$ cat src/rtl/multicycle_ctrl.sv
// Multi-cycle control sequencer for the RV32I core.
// Steps each instruction through FETCH, DECODE, EXEC, MEM and WB, handshakes
// with the instruction and data memories, and drives the datapath strobes.
// Ports:
//   clk, rst_n            clock, synchronous active-low reset
//   op_value              current instruction from the IR
//   branch_taken          branch compare result (valid in EXEC)
//   imem_req/imem_ack     instruction fetch handshake; ir_we loads the IR
//   dmem_req/dmem_ack     data access handshake
//   pc_we, pcsrc          PC update strobe and source select
//   alusrc, is_write,     ALU operand select, register write enable,
//   regwritesrc           write-back source select
//   is_access_memory,     data access strobe and store qualifier
//   is_write_memory
//   retire, instret       retire pulse and retired-instruction count
//   halt, trap, bus_err   terminal status flags
module multicycle_ctrl #(
  parameter int unsigned MEM_TIMEOUT = 255,
  parameter int unsigned CNT_W       = 32
) (
  input  logic             clk,
  input  logic             rst_n,
  input  logic [31:0]      op_value,
  input  logic             branch_taken,
  output logic             imem_req,
  input  logic             imem_ack,
  output logic             dmem_req,
  input  logic             dmem_ack,
  output logic             ir_we,
  output logic             pc_we,
  output logic             pcsrc,
  output logic             alusrc,
  output logic             is_write,
  output logic             regwritesrc,
  output logic             is_access_memory,
  output logic             is_write_memory,
  output logic             retire,
  output logic [CNT_W-1:0] instret,
  output logic             halt,
  output logic             trap,
  output logic             bus_err
);

  localparam int unsigned WAIT_W = (MEM_TIMEOUT < 2) ? 1 : $clog2(MEM_TIMEOUT + 1);

  typedef enum logic [2:0] {
    S_FETCH, S_DECODE, S_EXEC, S_MEM, S_WB, S_HALT, S_TRAP
  } state_e;

  typedef enum logic [3:0] {
    CL_LUI, CL_AUIPC, CL_JAL, CL_JALR, CL_BRANCH,
    CL_LOAD, CL_STORE, CL_OPIMM, CL_OP, CL_SYSTEM
  } class_e;

  state_e             state_q, state_d;
  class_e             class_q, class_d;
  logic [WAIT_W-1:0]  wait_q, wait_d;
  logic [CNT_W-1:0]   instret_q, instret_d;
  logic               halt_q, halt_d;
  logic               trap_q, trap_d;
  logic               bus_err_q, bus_err_d;
  logic               timeout_hit;

  // The request has been pending for MEM_TIMEOUT cycles once this cycle ends.
  assign timeout_hit = (MEM_TIMEOUT != 0) && (wait_q == WAIT_W'(MEM_TIMEOUT - 1));

  // State, class, counters and status flags.
  always_ff @(posedge clk) begin
    if (!rst_n) begin
      state_q   <= S_FETCH;
      class_q   <= CL_OPIMM;
      wait_q    <= '0;
      instret_q <= '0;
      halt_q    <= 1'b0;
      trap_q    <= 1'b0;
      bus_err_q <= 1'b0;
    end else begin
      state_q   <= state_d;
      class_q   <= class_d;
      wait_q    <= wait_d;
      instret_q <= instret_d;
      halt_q    <= halt_d;
      trap_q    <= trap_d;
      bus_err_q <= bus_err_d;
    end
  end

  // Next-state and strobe decode.
  always_comb begin
    state_d          = state_q;
    class_d          = class_q;
    wait_d           = '0;
    instret_d        = instret_q;
    halt_d           = halt_q;
    trap_d           = trap_q;
    bus_err_d        = bus_err_q;
    imem_req         = 1'b0;
    dmem_req         = 1'b0;
    ir_we            = 1'b0;
    pc_we            = 1'b0;
    pcsrc            = 1'b0;
    alusrc           = 1'b0;
    is_write         = 1'b0;
    regwritesrc      = 1'b0;
    is_access_memory = 1'b0;
    is_write_memory  = 1'b0;
    retire           = 1'b0;

    case (state_q)
      S_FETCH: begin
        imem_req = 1'b1;
        ir_we    = imem_ack;
        if (imem_ack) begin
          state_d = S_DECODE;
        end else if (timeout_hit) begin
          state_d   = S_TRAP;
          trap_d    = 1'b1;
          bus_err_d = 1'b1;
        end else begin
          wait_d = wait_q + WAIT_W'(1);
        end
      end

      S_DECODE: begin
        state_d = S_EXEC;
        case (op_value[6:0])
          7'b0110111: class_d = CL_LUI;
          7'b0010111: class_d = CL_AUIPC;
          7'b1101111: class_d = CL_JAL;
          7'b1100111: class_d = CL_JALR;
          7'b1100011: class_d = CL_BRANCH;
          7'b0000011: class_d = CL_LOAD;
          7'b0100011: class_d = CL_STORE;
          7'b0010011: class_d = CL_OPIMM;
          7'b0110011: class_d = CL_OP;
          7'b1110011: class_d = CL_SYSTEM;
          default: begin
            state_d = S_TRAP;
            trap_d  = 1'b1;
          end
        endcase
      end

      S_EXEC: begin
        alusrc = !(class_q == CL_OP || class_q == CL_BRANCH);
        case (class_q)
          CL_LOAD, CL_STORE: state_d = S_MEM;
          CL_BRANCH: begin
            pc_we   = 1'b1;
            pcsrc   = branch_taken;
            retire  = 1'b1;
            state_d = S_FETCH;
          end
          CL_SYSTEM: begin
            // ECALL is all-zero above the opcode; EBREAK has imm12 == 1.
            if (op_value[31:7] == 25'h0000000 || op_value[31:7] == 25'h0002000) begin
              pc_we   = 1'b1;
              retire  = 1'b1;
              state_d = S_HALT;
              halt_d  = 1'b1;
            end else begin
              state_d = S_TRAP;
              trap_d  = 1'b1;
            end
          end
          default: state_d = S_WB;
        endcase
      end

      S_MEM: begin
        dmem_req         = 1'b1;
        is_access_memory = 1'b1;
        is_write_memory  = (class_q == CL_STORE);
        if (dmem_ack) begin
          if (class_q == CL_STORE) begin
            pc_we   = 1'b1;
            retire  = 1'b1;
            state_d = S_FETCH;
          end else begin
            state_d = S_WB;
          end
        end else if (timeout_hit) begin
          state_d   = S_TRAP;
          trap_d    = 1'b1;
          bus_err_d = 1'b1;
        end else begin
          wait_d = wait_q + WAIT_W'(1);
        end
      end

      S_WB: begin
        is_write    = (op_value[11:7] != 5'd0);
        regwritesrc = (class_q != CL_LOAD);
        pc_we       = 1'b1;
        pcsrc       = (class_q == CL_JAL || class_q == CL_JALR);
        retire      = 1'b1;
        state_d     = S_FETCH;
      end

      S_HALT, S_TRAP: state_d = state_q;

      default: state_d = S_FETCH;
    endcase

    if (retire) instret_d = instret_q + CNT_W'(1);
  end

  assign instret = instret_q;
  assign halt    = halt_q;
  assign trap    = trap_q;
  assign bus_err = bus_err_q;

endmodule

$ cat config.mk
export PLATFORM = sky130hd
export DESIGN_NAME = multicycle_ctrl
export DESIGN_NICKNAME = d
export VERILOG_FILES = /design/src/rtl/multicycle_ctrl.sv
export SDC_FILE = /design/constraint.sdc
export NUM_CORES = 1
export LEC_CHECK = 0
export ABC_AREA = 1
export CAP_MARGIN = 40
export CORE_MARGIN = 5
export CORE_UTILIZATION = 53
export CTS_CLUSTER_SIZE = 25
export DETAILED_ROUTE_END_ITERATION = 10
export DONT_BUFFER_PORTS = 1
export PLACE_DENSITY = 0.74
export SYNTH_ARGS = -nofsm -noshare
export SYNTH_HDL_FRONTEND = slang
export SYNTH_SLANG_ARGS = --single-unit
$ cat constraint.sdc
create_clock -name clk -period 4.02 [get_ports clk]
set_clock_uncertainty 0.1 [all_clocks]
set_input_delay 0.804 -clock clk [delete_from_list [all_inputs] [get_ports clk]]
set_output_delay 0.804 -clock clk [all_outputs]
set_load 0.01 [all_outputs]
==> results of run 1 <==
registers in the layout (all words and copies together), names as in the netlist:
name,flops
class_q,4
bus_err,1
wait_q,8
trap,1
halt,1
instret,32
state_q,3
Yosys cell counts, types with 5 or more instances:
library cell,instances
inv_1,36
nand3b_1,13
inv_2,5
a21oi_1,45
nand4_1,6
o21ai_0,9
nor3_1,7
nand3_1,33
nand3_2,17
xor2_1,11
nand2_1,172
nor2_1,97
dfxtp_1,50
path summary, 6_finish.rpt:
kind	start	to	slack (ns)	cells past startpoint
worst max-delay path	state_q[0]$_SDFFE_PN0N_	pc_we	1.14	6
worst min-delay path	wait_q[0]$_SDFF_PN0_	wait_q[0]$_SDFF_PN0_	0.38	1
worst max register to register	instret[0]$_SDFFE_PN0P_	instret[16]$_SDFFE_PN0P_	1.70	8
worst min register to register	wait_q[0]$_SDFF_PN0_	wait_q[0]$_SDFF_PN0_	0.38	1
final cells by class:
type | instances | area, um2
Inverter | 42 | 157.7
Sequential cell | 50 | 1001
Tap cell | 77 | 96.34
Clock inverter | 3 | 43.79
Fill cell | 642 | 2791
Multi-Input combinational cell | 432 | 2076
Clock buffer | 5 | 68.82
Timing Repair Buffer | 3 | 42.54
worst max-delay path: stages, from the launching register on:
cell and delay (ns):
dfxtp_1 0.49, nand2_2 0.13, nor2_4 0.20, inv_2 0.09
nor2_4 0.17, a21oi_4 0.17, nand2_4 0.40
cells in the final DEF, fill, tap and decap left out, types with 2 or more instances in the layout:
cell type  netlist  routed
nand2_1        172     172
nor2_1          97      97
dfxtp_1         50      50
a21oi_1         45      45
inv_1           36      36
nand3_1         33      33
nand3_2         17      17
nand3b_1        13      13
xor2_1          11      11
o21ai_0          9       9
nor3_1           7       7
nand4_1          6       6
inv_2            5       5
clkbuf_8         0       5
xnor2_1          4       4
nor2_2           3       3
ha_1             3       3
nor2_4           2       2
buf_4            2       2
power breakdown:
group | internal [mW] | total [mW] | switching, mW
clock | 0.187 | 0.364 | 0.177
sequential | 0.526 | 0.581 | 0.0549
combinational | 0.125 | 0.431 | 0.307
total | 0.838 | 1.38 | 0.538
cell families after synthesis:
group / after synthesis / share of synthesized area, %
adders and majority gates: 3 / 1.116
xor gates and xnor gates: 15 / 3.905
buffers and inverters: 57 / 8.553
AOI/OAI and AO/OA: 60 / 9.521
and+or+nand+nor: 354 / 47.16
DFF: 50 / 29.75
layer usage:
layer  up-vias  global-route usage [%]  part of all wire [%]
met4         0                   7.307                   1.6
met2       101                   41.56                    50
met3        13                   5.292                   7.6
met1      1516                   26.11                    41
met5         -                       0                     0
li1       1717                       -                     -
metrics by stage:
stage | hold slack (ns) | setup slack, ns | std cells | total power [mW]
finish | 0.3812 | 1.142 | 612 | 1.376
global route | 0.4213 | 0.9880 | 612 | 1.468
CTS | 0.3832 | 1.136 | 612 | 1.387
detailed placement | 0.3597 | 1.334 | 604 | 1.022
global placement | 0.3434 | 0.9715 | 603 | 0.9926
floorplan | 0.3297 | 1.398 | 539 | 0.9836
==> impl_results.md, run 1 <==
* Static leakage at between 1 and 1.5 nW
* Top post-synthesis cells by area: dfxtp_1, nand2_1, nor2_1, a21oi_1, nand3_2
* Via/cell ratio at between 5 and 6
* Worst-margin pin slew at around 0.59 ns
* Final Hold Fails at 0
* Number of enable flip-flop cells after synthesis at 0
* I/O Pins at 83
* Post-Syn Nets at between 500 and 600
* First-pass GRT wire length at 14480 um
* Final instance area at roughly 0.0035 mm2
* Via count at around 3300
* Residual DRC at 0
* Worst-path clk slew at approximately 0.090 ns
* Max VDD drop at approximately 0.42 mV
* CP startpoint kind: flop
* Ant. Diodes at 0
* # Post-CTS Setup Buffers at 0
* Nets@finish at approximately 570
* CP max FO at 38
* #FFs+latches synth at 50
* Wirelength per Cell at roughly 14 um
* Gpl congestion at ~0.9
* H-tree depth at 2
* Die ar. at slightly above 0.008 mm2
* Largest net degree at the start of global routing at 39
* TritonCTS clock tree: yes
* Hold buffers post-CTS at 0
* Number of DRC markers in iteration 0 at 166
* Post-synthesis async set-or-reset flop share at 0%
* Top cell type's share of synthesized area at approximately 30%
* I/O Buffers at 0
* Fin. max-slew vios at 0
* Final TNS setup at 0 ns
* CTS Root Buffer Type: clkbuf_8
* Core area at between 0.006 and 0.007 mm2
* Crit. End Element: output port
* Critical path class: flop to output port
* Vias in the first global route at between 3000 and 4000
* Row count at 29
* Sequential area share after synthesis at between 20 and 30%
* Total GRT Usage at between 20 and 25%
* WP data arrival at 1.97 ns
* P&R area growth vs syn at 3.607%
* CTS resizes at 0
* HP Class: flop to flop
* Cell Area, Synth at between 0.003 and 0.004 mm2
* MaxCap Viol Count at 0
* Worst slew margin at between 60% and 70%
* Post-synth top area cell: dfxtp_1
* Antenna violations before repair at 0
* Synth cell types at 33
* Final Util at between 50% and 60%
* Final setup viols at 0
* Avg Cell Area, Syn at around 6.2 um2
* Pwr/cell area at roughly 390 mW/mm2
* Share of cells above drive strength 1 at about 8%
* Die Span X at roughly 90 um
* Final Cycle Share at between 70% and 80%
* Crit path time final at between 2 and 3 ns
* Bufs on Longest Clock Path at 2
* Worst EP required at roughly 3.1 ns
* Die height at 89.68 um
* Status: complete, no violations
* F_max at about 350 MHz
* Setup repair after global routing missed its margin: false
* Clk sinks at 50
* Prevailing post-synth register cell: dfxtp_1
* Number of buffers created by CTS at 5
* Clock Latency Late Sink at around 0.31 ns
* Cell count after synthesis at between 500 and 600
* Drt pass-1 iters at 5
* Warnings, synthesis at 0
* Detailed placer's ending HPWL at ~6800 um
* Final WL at 8760 um
* Congestion Overflow GR at 0
* ANT nets after route at 0
* Area after DPL at between 0.003 and 0.004 mm2
* Initial Util at between 50% and 60%
(Power assumes the default switching activity.)
==> run 2: changes to the inputs <==
==> constraint.sdc (replaced) <==
create_clock -name clk -period 2.9 [get_ports clk]
set_clock_uncertainty 0.1 [all_clocks]
set_input_delay 0.58 -clock clk [delete_from_list [all_inputs] [get_ports clk]]
set_output_delay 0.58 -clock clk [all_outputs]
set_load 0.01 [all_outputs]
==> run 2 against run 1 <==
  * Count of clock-buffer cells in the layout is the same
  * Combinational power grew 48%
  * Non-clock buffer count grew 3
  * Power is 39% higher
  * Critical endpoint unchanged
  * Largest power group unchanged
==> impl_results.md, run 2 (synthesis results as in run 1) <==
* CP max stage delay at 0.49 ns (about the same)
* Pint at 1.178 mW (+41%)
* Share of cells above drive strength 1 at 8.364% (+0.51 points)
* Final setup viols at 0 (unchanged)
* H-tree depth at 2 (unchanged)
* Slowest CP cell: dfxtp_1
* P&R area growth vs syn at 4.165%
* Worst-margin pin slew at 0.6059 ns (+0.01457 ns)
* Most frequent cells in the layout: nand2_1, nor2_1, dfxtp_1, a21oi_1, inv_1
* Total GRT Usage at 22.67% (-0.14 points)
* Detailed placer's ending HPWL at 6693 um (-1.6%)
* Combinational power share at 33.2% (+1.8 points)
* F_max at between 300 and 400 MHz
* Critical path class: flop to output port
* Final Hold Fails at 0 (unchanged)
* Fill cells at 649 (+1.1%)
* Final WL at 8538 um (-2.5%)
* MaxCap Viol Count at 0 (unchanged)
* Congestion Overflow GR at 0 (unchanged)
* I/O Pins at 83 (unchanged)
* Final TNS setup at 0 ns (unchanged)
* Setup repair after global routing missed its margin: false
* Vias in the first global route at 3218 (+1.5%)
* Top layer in use: met4
* Clock power share at 25.6% (-0.8 points)
* Initial Util at 53.60% (unchanged)
* Worst EP required at 2.22 ns (-0.90 ns)
* Worst-path clk slew at 0.09 ns (about the same)
* Residual DRC at 0 (unchanged)
* Setup WS pre-CTS at 0.4401 ns (-0.8943 ns)
* Crit. End Element: output port
* Final WS setup at 0.2667 ns (-0.8754 ns)
* Most common cell on crit path: nor2_4
* Bufs on Longest Clock Path at 2 (unchanged)
* Core area at 0.006277 mm2 (unchanged)
* Psw at 0.7394 mW (+37%)
* Drt pass-1 iters at 4 (-1)
* CP Cell Sequence: nand2_2, nor2_4, inv_2, nor2_4, a21oi_4, buf_16, nand2_4
* Crit path time final at 2.633 ns
* Sw Share at 38.57% (-0.55 points)
* Top delay family on crit path: simple AND/OR/NAND/NOR gates
* Number of DRC markers in iteration 0 at 144 (-13%)
* Die height at 89.68 um (unchanged)
* Pwr/cell area at 547.0 mW/mm2 (+39%)
* Worst hold start: rst_n
* R2r setup slk at 0.65 ns (-1.05 ns)
* Die ar. at 0.008042 mm2 (unchanged)
* CP max FO at 28 (-26%)
* Hold buffers post-CTS at 0 (unchanged)
* Critical Path Start: state_q[0]$_SDFFE_PN0N_
* FF+latch area at 0.001001 mm2 (unchanged)
* Worst slew margin at 59.36% (-0.71 points)
* Static leakage at 1.294 nW (+1.1%)
* Ant. Diodes at 0 (unchanged)
* Multi-input combinational cell area at 0.002076 mm2 (unchanged)
* ANT nets after route at 0 (unchanged)
* Sequential share of power at 41.2% (-1.0 points)
* Met2 wire length at 4215 um (-3.8%)
* WL met3 at 637 um (-4.6%)
* Status: complete, no violations
* Max VDD drop at 0.5562 mV (+32%)
* Die Span X at 89.68 um (unchanged)
* Via/cell ratio at 5.436 (-0.61%)
* WP data arrival at 1.95 ns (-0.02 ns)
* Number of buffers created by CTS at 5 (unchanged)
* Most common cell after layout, fill and taps aside: nand2_1
* Via count at 3343 (-0.12%)
* M1 WL at 3506 um (-1.8%)
* Wirelength per Cell at 13.88 um (-3.0%)
* Row count at 29 (unchanged)
* CP startpoint kind: flop
* Largest net degree at the start of global routing at 31 (-21%)
* I/O Buffers at 0 (unchanged)
* Final Cycle Share at around nine tenths
* First-pass GRT wire length at 14440 um (-0.24%)
* Max reg flops at 32 (unchanged)
* HP Class: input pin to flop
* Clk sinks at 50 (unchanged)
* CTS Root Buffer Type: clkbuf_8
* Nets@finish at 577 (+0.52%)
* Gpl congestion at 0.9231 (+0.68%)
* FF-to-FF Start: state_q[0]$_SDFFE_PN0N_
* Clock Latency Late Sink at 0.31 ns (about the same)
* Antenna violations before repair at 0 (unchanged)
* TritonCTS clock tree: yes
* Fin. max-slew vios at 0 (unchanged)
* Buf/Inv on CP at 2 (+1)
[run 2: changes by cell type in the layout (fill, tap and decap cells not counted), sizes merged]
cell	delta
buf	+3
clkinv	+1
inv	-1
[run 2: area by class of cell]
type,count,share of cell area [%]
tap,77,2.749
multi-input combinational,432,59.23
sequential,50,28.56
clock buffer,5,1.964
timing repair buffer,6,1.856
inverter,42,4.498
clock inverter,3,1.142
[run 2: per-layer routing]
metal	track usage, %	vias up
met5	0	-
met4	7.984	0
met3	5.931	16
met2	40.43	83
met1	25.98	1522
li1	-	1722
[run 2: final timing paths]
check             cells after the start                        to
setup / recovery                      7                     pc_we
hold / removal                        1   class_q[1]$_SDFFE_PN1P_
setup reg to reg                     10  instret[21]$_SDFFE_PN0P_
hold reg to reg                       1      wait_q[0]$_SDFF_PN0_
[run 2: power groups by stage]
stage / registers [mW] / clock network (mW) / logic [mW]
3_5_place_dp: 0.804 / 0 / 0.630
4_1_cts: 0.789 / 0.504 / 0.631
5_1_grt: 0.796 / 0.531 / 0.724
3_3_place_gp: 0.803 / 0 / 0.585
6_report: 0.789 / 0.491 / 0.637
2_1_floorplan: 0.803 / 0 / 0.561
[run 2: through the flow]
stage	instance area, um2	power (mW)	hold WS, ns	utilization (%)	instances
after floorplan	3364	1.364	0.3297	-	539
after global placement	3361	1.388	0.3444	53.54	605
after detailed placement	3388	1.434	0.3559	53.98	606
after CTS	3497	1.924	0.2608	55.71	614
after global routing	3505	2.051	0.2728	55.83	615
final	3505	1.917	0.2673	55.83	615
[run 2: repair_timing]
action                     4_1_cts  5_1_grt
gates resized for setup          0        0
buffers inserted                 0        1
setup endpoints to repair        0        2
==> run 3: changes to the inputs <==
--- a/config.mk
+++ b/config.mk
@@ -12,6 +12,7 @@
 export CTS_CLUSTER_SIZE = 25
 export DETAILED_ROUTE_END_ITERATION = 10
 export DONT_BUFFER_PORTS = 1
+export MAX_ROUTING_LAYER = met4
 export PLACE_DENSITY = 0.74
 export SYNTH_ARGS = -nofsm -noshare
 export SYNTH_HDL_FRONTEND = slang
==> run 3 against run 2 <==
  * Sequential power grew 2%
  * Clock power shrank 1%
  * Core utilization shrank 0.12 points
  * First-iteration DRC count shrank 9.0%
  * Final cell count shrank 0.16%
==> impl_results.md, run 3 (synthesis results as in run 1) <==
* Crit. End Element: output port
* CP startpoint kind: flop
* Final Hold Fails at 0 (unchanged)
* First-pass GRT wire length at 13900 um (-3.7%)
* P&R area growth vs syn at 3.942%
* Worst slew margin at 59.13% (-0.23 points)
* H-tree depth at 2 (unchanged)
* WHS at 0.2564 ns (-0.01084 ns)
* Wirelength per Cell at 13.88 um (about the same)
* Via count at 3298 (-1.3%)
* Clock Latency Late Sink at 0.30 ns (about the same)
* Critical path class: flop to output port
* Final setup viols at 0 (unchanged)
* Static leakage at 1.290 nW (-0.37%)
* Drt pass-1 iters at 5 (+1)
* # Post-CTS Setup Buffers at 0 (unchanged)
* ANT nets after route at 0 (unchanged)
* Fin. max-slew vios at 0 (unchanged)
* Nets@finish at 576 (-0.17%)
* CP max FO at 21 (-25%)
* Clock power share at 25.6% (about the same)
* Max reg flops at 32 (unchanged)
* CP max stage delay at 0.49 ns (about the same)
* Crit path depth at 7 (unchanged)
* Final Cycle Share at 92.07% (+1.3 points)
* TritonCTS clock tree: yes
* Die height at 89.68 um (unchanged)
* I/O Pins at 83 (unchanged)
* WP data arrival at 1.99 ns (+0.04 ns)
* Largest net degree at the start of global routing at 31 (unchanged)
* Via/cell ratio at 5.371 (-1.2%)
* Hold buffers post-CTS at 0 (unchanged)
* Ant. Diodes at 0 (unchanged)
* Slowest CP cell: dfxtp_1
* Worst-path clk slew at 0.09 ns (about the same)
* Hold Path Depth at 1 (unchanged)
* Worst EP required at 2.22 ns (about the same)
* Antenna violations before repair at 0 (unchanged)
* Final WS setup at 0.2300 ns (-0.03673 ns)
* Top delay family on crit path: simple AND/OR/NAND/NOR gates
* Setup WS pre-CTS at 0.5031 ns (+0.06301 ns)
* Number of DRC markers in iteration 0 at 131 (-9.0%)
* Gpl congestion at 0.9294 (+0.68%)
* Number of buffers created by CTS at 5 (unchanged)
* Row count at 29 (unchanged)
* I/O Buffers at 0 (unchanged)
* Worst-margin pin slew at 0.6051 ns (-0.0007807 ns)
* Status: complete, no violations
* Most frequent cells in the layout: nand2_1, nor2_1, dfxtp_1, a21oi_1, inv_1
* Core area at 0.006277 mm2 (unchanged)
* Psw at 0.7315 mW (-1.1%)
* F_max at 374.5 MHz (-1.4%)
* Combinational power share at 31.9% (-1.3 points)
* Buf/Inv on CP at 2 (unchanged)
* Clk sinks at 50 (unchanged)
* Final WL at 8520 um (-0.21%)
* Congestion Overflow GR at 0 (unchanged)
* Crit path time final at 2.670 ns (+0.03673 ns)
* HP Class: input pin to flop
* Total GRT Usage at 22.35% (-0.32 points)
* Most common cell on crit path: nor2_4
* Final TNS setup at 0 ns (unchanged)
* Sequential share of power at 42.5% (+1.3 points)
* Sw Share at 38.58% (about the same)
* Detailed placer's ending HPWL at 6753 um (+0.90%)
* Residual DRC at 0 (unchanged)
* Vias in the first global route at 3136 (-2.5%)
* Setup repair after global routing missed its margin: false
* CTS Root Buffer Type: clkbuf_8
* Die ar. at 0.008042 mm2 (unchanged)
* CTS resizes at 0 (unchanged)
* Share of cells above drive strength 1 at 8.194% (-0.17 points)
* Pint at 1.165 mW (-1.1%)
* MaxCap Viol Count at 0 (unchanged)
* Final Util at 55.71% (-0.12 points)
* CP Cell Sequence: nand2_2, nor2_4, inv_2, nor2_4, a21oi_4, buf_16, nand2_4
* Pwr/cell area at 542.2 mW/mm2 (-0.88%)
* Worst reg2reg path depth at 11 (+1)
* Bufs on Longest Clock Path at 2 (unchanged)
* Max VDD drop at 0.4868 mV (-12%)
* Most common cell after layout, fill and taps aside: nand2_1
* Die Span X at 89.68 um (unchanged)
* Initial Util at 53.60% (unchanged)
-- run 3: cell count changes in the layout (fill, tap and decap cells not counted) --
cell / delta
buf_4: -1
-- run 3: final cells by class --
class,count,area [um2]
clock buffer,5,68.82
fill,630,2780
inverter,42,157.7
multi-input combinational,432,2076
tap,77,96.34
timing repair buffer,5,57.56
clock inverter,3,40.04
sequential,50,1001
-- run 3: power groups by stage --
stage | Combinational (mW) | Sequential [mW] | Clock [mW]
finish | 0.605 | 0.806 | 0.485
global route | 0.689 | 0.815 | 0.521
CTS | 0.610 | 0.807 | 0.494
detailed placement | 0.608 | 0.823 | 0
global placement | 0.561 | 0.820 | 0
floorplan | 0.561 | 0.803 | 0
-- run 3: per-layer routing --
metal,track usage [%],vias up,part of all wire (%)
met4,6.225,0,1.2
met2,38.70,72,50
met5,-,-,0
met1,25.69,1488,42
li1,-,1727,-
met3,5.292,11,6.3
-- run 3: worst paths after layout --
kind / end / slack [ns] / from
min: class_q[1]$_SDFFE_PN1P_ / 0.26 / rst_n
max reg2reg: instret[2]$_SDFFE_PN0P_ / 0.52 / state_q[0]$_SDFFE_PN0N_
min reg2reg: wait_q[0]$_SDFF_PN0_ / 0.38 / wait_q[0]$_SDFF_PN0_
max: pc_we / 0.23 / state_q[0]$_SDFFE_PN0N_
-- run 3: worst register-to-register path, stage by stage, from the launching register on --
cell	delay, ns
dfxtp_1	0.49
nand2_2	0.14
nor2_4	0.20
inv_2	0.09
nor2_4	0.18
a21oi_4	0.16
buf_16	0.21
nand2_4	0.21
buf_4	0.29
nand3_1	0.11
nand2_1	0.07
nor2_1	0.03
-- run 3: per-stage QoR --
stage                     std cells  power (mW)  cell area (um2)
after global routing            614       2.026             3497
after floorplan                 539       1.364             3364
after global placement          605       1.381             3361
final                           614       1.896             3497
after CTS                       614       1.911             3497
after detailed placement        606       1.431             3388
